$ cat config.mk
export PLATFORM = sky130hd
export DESIGN_NAME = gtech_deser5
export DESIGN_NICKNAME = d
export VERILOG_FILES = /design/src/rtl/gtech_deser5.sv
export SDC_FILE = /design/constraint.sdc
export NUM_CORES = 1
export LEC_CHECK = 0
export BUFFER_PORTS_ARGS = -buffer_cell sky130_fd_sc_hd__buf_2
export CAP_MARGIN = 20
export CORE_UTILIZATION = 45
export CTS_CLUSTER_DIAMETER = 80
export DETAILED_ROUTE_END_ITERATION = 16
export PLACE_DENSITY = 0.68
export SYNTH_ARGS = -nofsm -noshare
export SYNTH_HDL_FRONTEND = slang
export SYNTH_SLANG_ARGS = --single-unit
$ cat constraint.sdc
create_clock -name CLK -period 1.82 [get_ports CLK]
set_clock_uncertainty 0.05 [all_clocks]
set_input_delay 0.273 -clock CLK [delete_from_list [all_inputs] [get_ports CLK]]
set_output_delay 0.273 -clock CLK [all_outputs]
set_load 0.01 [all_outputs]
$ cat src/rtl/gtech_deser5.sv
// Serial-in/parallel-out deserializer with valid/ready on both sides.
// Presents each completed word with a registered all-ones flag.
module gtech_deser5 #(
    parameter int WIDTH     = 5,
    parameter bit MSB_FIRST = 1'b1
) (
    input  logic             CLK,
    input  logic             RST,
    input  logic             SI,
    input  logic             SI_VALID,
    output logic             SI_READY,
    input  logic             FLUSH,
    output logic [WIDTH-1:0] PO,
    output logic             PO_VALID,
    input  logic             PO_READY,
    output logic             ZALL
);

    localparam int CW = (WIDTH > 1) ? $clog2(WIDTH) : 1;
    localparam logic [CW-1:0] LAST = CW'(WIDTH - 1);

    typedef enum logic {
        EMPTY,
        FULL
    } state_t;

    state_t           state;
    state_t           state_nxt;
    logic [CW-1:0]    cnt;
    logic [WIDTH-1:0] sreg;
    logic [WIDTH-1:0] word;
    logic             last;
    logic             take;
    logic             complete;
    logic             drain;

    assign last     = (cnt == LAST);
    assign PO_VALID = (state == FULL);
    // Only the word-completing bit can stall; partial bits always land.
    assign SI_READY = !(last && PO_VALID && !PO_READY);
    assign take     = SI_VALID && SI_READY && !FLUSH;
    assign complete = take && last;
    assign drain    = PO_VALID && PO_READY;
    assign word     = MSB_FIRST ? {sreg[WIDTH-2:0], SI}
                                : {SI, sreg[WIDTH-1:1]};

    always_ff @(posedge CLK or posedge RST) begin
        if (RST) begin
            state <= EMPTY;
        end else begin
            state <= state_nxt;
        end
    end

    always_comb begin
        state_nxt = state;
        unique case (state)
            EMPTY: if (complete) state_nxt = FULL;
            FULL:  if (drain && !complete) state_nxt = EMPTY;
            default: state_nxt = EMPTY;
        endcase
    end

    always_ff @(posedge CLK or posedge RST) begin
        if (RST) begin
            cnt  <= '0;
            sreg <= '0;
            PO   <= '0;
            ZALL <= 1'b0;
        end else if (FLUSH) begin
            cnt  <= '0;
            sreg <= '0;
        end else if (take) begin
            if (last) begin
                PO   <= word;
                ZALL <= &word;
                cnt  <= '0;
                sreg <= '0;
            end else begin
                sreg <= word;
                cnt  <= cnt + 1'b1;
            end
        end
    end

endmodule

# After elaboration in Yosys (flattened, before gate mapping)
# Index checks and enable logic that the tools add are counted.
# op_classes
n_addsub,1
n_eq_ne,1
mux,9
bitwise_logic,2
n_reduce_logical,14
# ops
op,n
two-way mux 4 bit,3
two-way mux 3 bit,3
logical AND 1 bit,7
AND reduction 5 bit,1
logical NOT 1 bit,4
adder 3 x 1 -> 3 bit (second input constant),1
equality test 3 bit (second input constant),1
AND reduction 3 bit,1
two-way mux 1 bit,2
NOT 1 bit,2
case mux 1 bit (2 select lines),1
nonzero test 2 bit,1
# totals
reg_bits,14
in_bits,6
out_inout_bits,8
wordCells,32

# Logic depth before layout (Yosys ltp)
# Gate-level depths: netlist of run 1.
# depth
ltp_word,11
mapped_depth,5
ltp_nobuf,5

# Least setup slack after synthesis of run 1
# No wires, ideal clock.
# synth_timing
path_type,reg-to-reg
startpoint,register cnt[0]
endpoint,register PO[0]
setup_time_ns,0.125
arrival_time_ns,1.375
required_time_ns,1.645
setup_slack_ns,0.270
path_stages_with_launch,6
path_buffers,0
synth_period_minus_slack_ns,1.550
cell_sequence,dfrtp_1 inv_1 ha_1 nand2_2 nor3b_4 mux2_2
# synth_between
elab_chain_cells,7
# synth_lines
element,line_no,source
from (decl),29,logic [CW-1:0] cnt;
from (signal assigned),81,cnt <= cnt + 1'b1;
equality test 3 bit *,37,assign last = (cnt == LAST);
logical AND 1 bit (2 in series),40,assign SI_READY = !(last && PO_VALID && !PO_READY);
logical NOT 1 bit,40,
logical AND 1 bit (2 in series),41,assign take = SI_VALID && SI_READY && !FLUSH;
AND reduction 3 bit (no source line) *,n/a,
to (signal assigned),75,PO <= word;
to (decl),13,"output logic [WIDTH-1:0] PO,"
# Every way passes the cells marked *; elsewhere a longest branch is shown, timed or not.
# A chain may end at the register's enable or synchronous reset.

# Worst setup path after layout of run 1
# layout_timing
startpoint,register cnt[0]
endpoint,register ZALL
# layout_between
elab_chain_cells,7
# layout_lines
element,line_no,source
equality test 3 bit *,37,
logical AND 1 bit (2 in series),40,
logical NOT 1 bit,40,
logical AND 1 bit (2 in series),41,
AND reduction 3 bit (no source line) *,n/a,
to (signal assigned),76,ZALL <= &word;
to (decl),16,output logic ZALL
# Marked as above.

==> results of run 1 <==
final cells by class:
cell class	count	area, µm²	area share (%)
clock buffer	4	36.3	4.62
inverter	4	15.0	1.91
multi-input combinational	29	268	34.1
sequential	14	350	44.6
tap	15	18.8	2.39
timing repair buffer	17	97.6	12.4
per-stage QoR:
step	total power [W]	util, %
2_1_floorplan	0.000365	-
4_1_cts	0.000611	58.7
5_1_grt	0.000634	60.4
3_5_place_dp	0.000385	55.1
3_3_place_gp	0.000384	55.1
6_report	0.000605	60.4
final timing paths:
kind	startpoint	to	slack, ns	cells after the start
max reg2reg	cnt[0]$_DFFE_PP0P_	ZALL$_DFFE_PP0P_	0.12	5
max in group asynchronous	RST	PO[3]$_DFFE_PP0P_	0.84	3
min in group asynchronous	RST	cnt[0]$_DFFE_PP0P_	0.52	3
min	SI	sreg[0]$_DFFE_PP0P_	0.21	2
min reg2reg	PO[4]$_DFFE_PP0P_	PO[4]$_DFFE_PP0P_	0.45	1
max	cnt[0]$_DFFE_PP0P_	ZALL$_DFFE_PP0P_	0.12	5
worst max-delay path, cell delays in order (launching register included):
cell and delay (ns):
dfrtp_1 0.42, inv_1 0.07, ha_1 0.22, nand2_2 0.10, nor3b_4 0.35, mux2_2 0.38
state kept, by name, indices dropped and copies added (netlist names):
name	flops
PO_VALID	1
sreg	4
cnt	3
ZALL	1
PO	5
logic make-up after synthesis:
| group | count (synthesis) | share of synthesized area [%] |
|---|---|---|
| AND/OR/NAND/NOR | 10 | 13.0 |
| adder cells (fa/ha/maj) | 2 | 3.95 |
| AO/OA/AOI/OAI | 10 | 12.8 |
| multiplexers | 7 | 12.5 |
| buffers and inverters | 4 | 2.37 |
| flip-flops | 14 | 55.3 |
layer usage:
layer	routed length (µm)	global-route usage (%)
met5	0	0
met4	8	12.9
met3	51	3.98
met2	513	27.9
met1	561	24.2
report_power, final:
part           switching, W  internal, W   total, W  leakage (nW)
sequential       0.00000724     0.000320   0.000328         0.192
clock              0.000103     0.000122   0.000224        0.0210
combinational     0.0000294    0.0000235  0.0000529         0.197
what timing repair did:
action,CTS,global route
setup endpoints to repair,0,3
hold endpoints to repair,14,0
hold buffers,1,0
buffers inserted,0,3
resized for setup,0,0
synth_stat cells:
cell type  instances
nor3b_4            1
nand2_1            1
ha_1               2
dfrtp_1           14
nor4b_1            1
inv_1              4
nand2b_4           1
a22o_1             4
a21oi_2            1
a41o_2             1
mux2_2             7
nand4b_1           1
o21ai_0            1
a211oi_1           1
nor2_1             1
nor3b_1            1
nand3_1            1
nand2b_1           1
nand2_2            1
a211o_1            1
a21oi_1            1
==> out/results.ini, run 1 <==
[timing]
setup_tns_ns = 0
setup_ws_ns = 0.123
whs_ns = 0.211
report.final.setup_viol = 0
report.final.slew_viol_count = 0
rsz0062_at_grt = no
report.final.hold_viol_count = 0
period_needed_ns = 1.70
tightest_slew_ns = 0.542
fmax_mhz = 589
maxSlewHeadroom_pct = 63.8
fin_crit_sh_pct = 93.2

[flow_run]
cap_violations = 0

[global_route]
overflow = 0
grt_pass1_wl_mm = 1.89
antenna_found_initial = 0
grt_start_max_net_pins = 15
grt_pass1_vias = 440
track_usage_pct = 18.8

[setup_path]
cp-start-kind = flop
cp_max_fo = 6
setup.worst_path.class = flop to flop
worstPathRequired_ns = 1.93
end_kind = flop
crit_arrival_ns = 1.81

[routing]
dr.pass1.iters = 4
wl_per_cell_um = 13.7
drt_wl_total_mm = 1.14
routed-via-count = 442
ant_nets = 0
drcViolationCount = 0
post_drt_via_cell_ratio = 5.33
initialDrtViolationCount = 9

[floorplan]
boundaryPins = 14
die_w_um = 39.5
num_rows = 13
die_height_um = 39.5
die_area_um2 = 1560
initial_core_util_pct = 48.7
core_area_um2 = 1300

[placement]
port_buffers = 13
place_ws_ns = 0.127
dp_cells = 75
place.gp.congestion = 0.779
post_dp_cell_area_um2 = 717
hpwl_um = 768

[final_layout]
finalNonFillerCells = 83
nFillCells = 107
layout_common_cells = dfrtp_1, buf_2, mux2_2, inv_1, a22o_1
drive_gt1_share_pct = 47.1
syn_to_final_growth_pct = 24.1
fin_area_um2 = 786
antenna_cells = 0
nets = 77
layout_commonest_cell = dfrtp_1

[synth]
syn_area_um2 = 633
synth_seq_area_share_pct = 55.3
synth_top_area_share_pct = 55.3
syn_nets = 55
yosysWarnings = 0
synth_cell_types = 21
synth_cells = 47
synth_seq_cells = 14
synth_top_cell_by_area = dfrtp_1
synth_area_leaders = dfrtp_1, mux2_2, a22o_1, ha_1, nor3b_4
syn_avg_cell_area_um2 = 13.5

[cts]
clk_latency_ns = 0.28
numCtsBuffers = 3
cts_root_buf = clkbuf_4
cts_tree = yes
path_clk_slew_ns = 0.09
clock_path_buffers = 2
htreeDepth = 1
cts.sinks = 14

[pwr]
ir_worst_vdd_uv = 420
p_leak_nw = 0.411
power_density_nw_per_um2 = 770

[worst_hold_path]
hp-class = input port to flop

[run_status]
status = finished, final reports clean

Power figures use the tool's default switching activity.
==> run 2: changes to the inputs <==
CORE_UTILIZATION = 43   (was 45)
PLACE_DENSITY = 0.66   (was 0.68)
==> out/results.ini, run 2 (synthesis results as in run 1) <==
[global_route]
grt_pass1_wl_mm = 1.69  ; was 1.89 mm
antenna_found_initial = 0  ; unchanged
overflow = 0  ; unchanged
grt_start_max_net_pins = 15  ; unchanged
met3_usage_pct = 8.33  ; was 3.98%
busiest_layer = met1  ; was met2
met2_usage_pct = 21.0  ; was 27.9%
grt_pass1_vias = 381  ; was 440
met1_usage_pct = 23.4  ; was 24.2%
track_usage_pct = 17.0  ; was 18.8%

[timing]
fmax_mhz = 591  ; was 589 MHz
tightest_slew_ns = 0.510  ; was 0.542 ns
report.final.slew_viol_count = 0  ; unchanged
rsz0062_at_grt = no  ; unchanged
report.final.hold_viol_count = 0  ; unchanged
period_needed_ns = 1.69  ; was 1.70 ns
report.final.setup_viol = 0  ; unchanged
maxSlewHeadroom_pct = 65.9  ; was 63.8%
fin_crit_sh_pct = 93.0  ; was 93.2%
setup_tns_ns = 0  ; unchanged
setup_ws_ns = 0.128  ; was 0.123 ns

[final_layout]
antenna_cells = 0  ; unchanged
drive_gt1_share_pct = 44.6  ; was 47.1%
fin_area_um2 = 763  ; was 786 µm²
top_regs = PO (5), sreg (4), cnt (3)  ; unchanged
largest_register_ffs = 5  ; unchanged
layout_commonest_cell = dfrtp_1  ; unchanged
top_register = PO  ; unchanged
layout_common_cells = dfrtp_1, buf_2, mux2_2, inv_1, a22o_1  ; unchanged
syn_to_final_growth_pct = 20.6  ; was 24.1%
finalNonFillerCells = 80  ; was 83
nets = 74  ; was 77

[cts]
htreeDepth = 1  ; unchanged
path_clk_slew_ns = 0.08  ; was 0.09 ns
cts.sinks = 14  ; unchanged
clock_path_buffers = 2  ; unchanged
cts_root_buf = clkbuf_4  ; unchanged
clk_latency_ns = 0.27  ; was 0.28 ns
numCtsBuffers = 3  ; unchanged
cts_resized = 0  ; unchanged
cts_tree = yes  ; unchanged

[routing]
drt_wl_total_mm = 1.03  ; was 1.14 mm
wl_per_cell_um = 12.9  ; was 13.7 µm
dr.pass1.iters = 4  ; unchanged
ant_nets = 0  ; unchanged
initialDrtViolationCount = 8  ; was 9
post_drt_via_cell_ratio = 5.35  ; was 5.33
drcViolationCount = 0  ; unchanged
routed-via-count = 428  ; was 442

[worst_hold_path]
hp-class = input port to flop  ; unchanged
hold_depth = 2  ; unchanged

[placement]
place_ws_ns = 0.153  ; was 0.127 ns
dp_cells = 75  ; unchanged
place.gp.congestion = 0.669  ; was 0.779
post_dp_cell_area_um2 = 717  ; unchanged
port_buffers = 13  ; unchanged
hpwl_um = 775  ; was 768 µm

[setup_path]
cp_max_fo = 4  ; was 6
worst-path-buf-inv = 2  ; was 1
reg2reg_depth = 5  ; unchanged
crit_path_top_delay_cell = dfrtp_1  ; unchanged
worstSetupPathDepth = 4  ; was 5
end_kind = primary output  ; was flop
setup.worst_path.class = flop to primary output  ; was flop to flop
crit_path_cell_trace = inv_1, ha_1, nand4b_1, buf_2  ; was inv_1, ha_1, nand2_2, nor3b_4, mux2_2
critPathMaxStageDelay_ns = 0.40  ; was 0.42 ns
crit_arrival_ns = 1.37  ; was 1.81 ns
worstPathRequired_ns = 1.50  ; was 1.93 ns
crit_family = flip-flops  ; was simple AND/OR/NAND/NOR gates
cp-start-kind = flop  ; unchanged

[pwr]
finalPower_w = 0.000595  ; was 0.000605 W
p_leak_nw = 0.398  ; was 0.411 nW
ir_worst_vdd_uv = 514  ; was 420 µV
power_density_nw_per_um2 = 780  ; was 770 nW/µm²

[floorplan]
die_area_um2 = 1630  ; was 1560 µm²
core_area_um2 = 1330  ; was 1300 µm²
initial_core_util_pct = 47.5  ; was 48.7%
die_height_um = 40.4  ; was 39.5 µm
num_rows = 13  ; unchanged
die_w_um = 40.4  ; was 39.5 µm
boundaryPins = 14  ; unchanged

[flow_run]
cap_violations = 0  ; unchanged

[run_status]
status = finished, final reports clean  ; unchanged

## run 2: report_power, final
group	internal, W	switching (W)	total [W]	leakage, nW
logic	0.0000236	0.0000289	0.0000525	0.185
registers	0.000320	0.00000687	0.000327	0.192
clock network	0.000122	0.0000940	0.000216	0.0210
total	0.000466	0.000130	0.000595	0.398
## run 2: worst register-to-register path: stages, from the launching register on
cell     delay [ns]
dfrtp_1        0.40
inv_1          0.07
ha_1           0.22
nand2_2        0.09
nor3b_4        0.35
mux2_2         0.38
## run 2: cell type report
cell class	instances	area, µm²
Inverter	4	15.0
Fill cell	115	571
Sequential cell	14	350
Tap cell	15	18.8
Timing Repair Buffer	14	75.1
Clock buffer	4	36.3
Multi-Input combinational cell	29	268
## run 2: what timing repair did
item / in CTS / in global routing
endpoints found under the hold margin: 14 / 0
hold buffers: 1 / 0
buffers inserted: 0 / 0
## run 2: per-stage QoR
stage | util [%] | hold WS, ns
2_1_floorplan | - | 0.112
3_3_place_gp | 53.8 | 0.285
3_5_place_dp | 53.8 | 0.290
4_1_cts | 57.2 | 0.202
5_1_grt | 57.2 | 0.206
6_report | 57.2 | 0.216
## run 2: routing by layer
metal / vias to the layer above / part of all wire, %
li1: 211 / -
met1: 203 / 49
met2: 14 / 45
met3: 0 / 6.4
met4: 0 / 0
met5: - / 0
## run 2: worst paths after layout
kind	start	slack, ns	endpoint
setup / recovery	cnt[0]$_DFFE_PP0P_	0.13	SI_READY
hold / removal	SI	0.22	PO[0]$_DFFE_PP0P_
setup reg to reg	cnt[0]$_DFFE_PP0P_	0.16	PO[1]$_DFFE_PP0P_
hold reg to reg	PO[2]$_DFFE_PP0P_	0.45	PO[2]$_DFFE_PP0P_
max in group asynchronous	RST	0.86	cnt[2]$_DFFE_PP0P_
min in group asynchronous	RST	0.52	PO_VALID$_DFF_PP0_
==> run 3: changes to the inputs <==
CELL_PAD_IN_SITES_DETAIL_PLACEMENT = 1   (was default)
CELL_PAD_IN_SITES_GLOBAL_PLACEMENT = 1   (was default)
CORE_UTILIZATION = 40   (was 43)
PLACE_DENSITY = default   (was 0.66)
PLACE_DENSITY_LB_ADDON = 0.1   (was default)
==> out/results.ini, run 3 (synthesis results as in run 1) <==
[run_status]
status = finished, final reports clean  ; unchanged

[cts]
clock_path_buffers = 2  ; unchanged
path_clk_slew_ns = 0.08  ; about the same
clk_latency_ns = 0.28  ; was 0.27 ns
cts.sinks = 14  ; unchanged
cts_root_buf = clkbuf_4  ; unchanged
numCtsBuffers = 3  ; unchanged
htreeDepth = 1  ; unchanged
cts_resized = 0  ; unchanged
cts_tree = yes  ; unchanged

[floorplan]
initial_core_util_pct = 45.8  ; was 47.5%
core_area_um2 = 1380  ; was 1330 µm²
num_rows = 13  ; unchanged
boundaryPins = 14  ; unchanged
die_area_um2 = 1750  ; was 1630 µm²
die_height_um = 41.8  ; was 40.4 µm
die_w_um = 41.8  ; was 40.4 µm

[global_route]
track_usage_pct = 16.0  ; was 17.0%
antenna_found_initial = 0  ; unchanged
met1_usage_pct = 22.7  ; was 23.4%
overflow = 0  ; unchanged
met3_usage_pct = 7.83  ; was 8.33%
grt_start_max_net_pins = 15  ; unchanged
met2_usage_pct = 20.0  ; was 21.0%
grt_pass1_wl_mm = 2.00  ; was 1.69 mm
grt_pass1_vias = 426  ; was 381
busiest_layer = met1  ; unchanged

[final_layout]
top_register = PO  ; unchanged
layout_common_cells = dfrtp_1, buf_2, mux2_2, inv_1, a22o_1  ; unchanged
syn_to_final_growth_pct = 21.7  ; was 20.6%
layout_commonest_cell = dfrtp_1  ; unchanged
antenna_cells = 0  ; unchanged
largest_register_ffs = 5  ; unchanged
nets = 75  ; was 74
fin_util_pct = 55.7  ; was 57.2%
top_regs = PO (5), sreg (4), cnt (3)  ; unchanged
drive_gt1_share_pct = 45.5  ; was 44.6%

[routing]
drcViolationCount = 0  ; unchanged
drt_wl_total_mm = 1.16  ; was 1.03 mm
ant_nets = 0  ; unchanged
wl_per_cell_um = 14.3  ; was 12.9 µm
dr.pass1.iters = 2  ; was 4
routed-via-count = 428  ; unchanged
initialDrtViolationCount = 1  ; was 8
post_drt_via_cell_ratio = 5.28  ; was 5.35

[pwr]
power_density_nw_per_um2 = 782  ; was 780 nW/µm²
p_leak_nw = 0.402  ; was 0.398 nW
finalPower_w = 0.000603  ; was 0.000595 W
ir_worst_vdd_uv = 420  ; was 514 µV

[timing]
fmax_mhz = 595  ; was 591 MHz
report.final.setup_viol = 0  ; unchanged
report.final.slew_viol_count = 0  ; unchanged
period_needed_ns = 1.68  ; was 1.69 ns
fin_crit_sh_pct = 92.3  ; was 93.0%
setup_tns_ns = 0  ; unchanged
report.final.hold_viol_count = 0  ; unchanged
rsz0062_at_grt = no  ; unchanged
maxSlewHeadroom_pct = 65.4  ; was 65.9%
tightest_slew_ns = 0.518  ; was 0.510 ns

[setup_path]
worstPathRequired_ns = 1.50  ; about the same
cp-start-kind = flop  ; unchanged
setup.worst_path.class = flop to primary output  ; unchanged
cp_max_fo = 4  ; unchanged
crit_path_top_delay_cell = dfrtp_1  ; unchanged
end_kind = primary output  ; unchanged
critPathMaxStageDelay_ns = 0.41  ; was 0.40 ns
crit_path_cell_trace = inv_1, ha_1, nand4b_1, buf_2  ; unchanged
crit_arrival_ns = 1.36  ; was 1.37 ns

[placement]
hpwl_um = 844  ; was 775 µm
port_buffers = 13  ; unchanged
place.gp.congestion = 0.684  ; was 0.669

[flow_run]
cap_violations = 0  ; unchanged

[worst_hold_path]
hp-class = input port to flop  ; unchanged

## run 3: cell types whose count changed in the layout (fill, tap and decap cells not counted), sizes merged
| cell | change |
|---|---|
| buf | +1 |
## run 3: repair_timing
| action | in CTS | in global routing |
|---|---|---|
| hold endpoints to repair | 14 | 0 |
| hold buffers | 1 | 0 |
| endpoints found under the setup margin | 0 | 1 |
| setup buffers | 0 | 1 |
## run 3: layout make-up
type | count | area, µm²
fillers | 168 | 612
flip-flops and latches | 14 | 350
multi-input cells | 29 | 268
repair buffers | 15 | 82.6
clock buffers | 4 | 36.3
well taps | 15 | 18.8
inverters | 4 | 15.0
## run 3: power by group
group | total (W) | internal, W | leakage [nW] | switching, W
clock | 0.000222 | 0.000122 | 0.0210 | 0.0000998
sequential | 0.000328 | 0.000320 | 0.192 | 0.00000760
combinational | 0.0000529 | 0.0000236 | 0.189 | 0.0000293
## run 3: worst max-delay path: cells and delay by family, from the launching register on
kind	cells	cell delay, ns
AND/OR/NAND/NOR	1	0.19
flip-flops	1	0.41
adder cells (fa/ha/maj)	1	0.22
buffers and inverters	2	0.26
## run 3: per-stage QoR
step                      instances  setup slack [ns]  area, µm²  hold slack (ns)
final                            81             0.140        771            0.204
after global routing             81            0.0193        771            0.196
after CTS                        80            0.0690        763            0.189
after detailed placement         75             0.150        717            0.280
after global placement           75             0.169        717            0.277
after floorplan                  47             0.270        633            0.112
## run 3: final timing paths
check / startpoint / to / slack (ns) / cells past startpoint
min: SI / sreg[0]$_DFFE_PP0P_ / 0.20 / 2
max: cnt[0]$_DFFE_PP0P_ / SI_READY / 0.14 / 4
min in group asynchronous: RST / PO[4]$_DFFE_PP0P_ / 0.51 / 3
max in group asynchronous: RST / PO[1]$_DFFE_PP0P_ / 0.86 / 3
min reg2reg: PO[4]$_DFFE_PP0P_ / PO[4]$_DFFE_PP0P_ / 0.46 / 1
max reg2reg: cnt[0]$_DFFE_PP0P_ / PO[1]$_DFFE_PP0P_ / 0.15 / 5
## run 3: routing by layer
layer / routed length, µm / vias up
met4: 23 / 0
met2: 427 / 13
met5: 0 / -
met1: 628 / 202
li1: - / 209
met3: 76 / 4
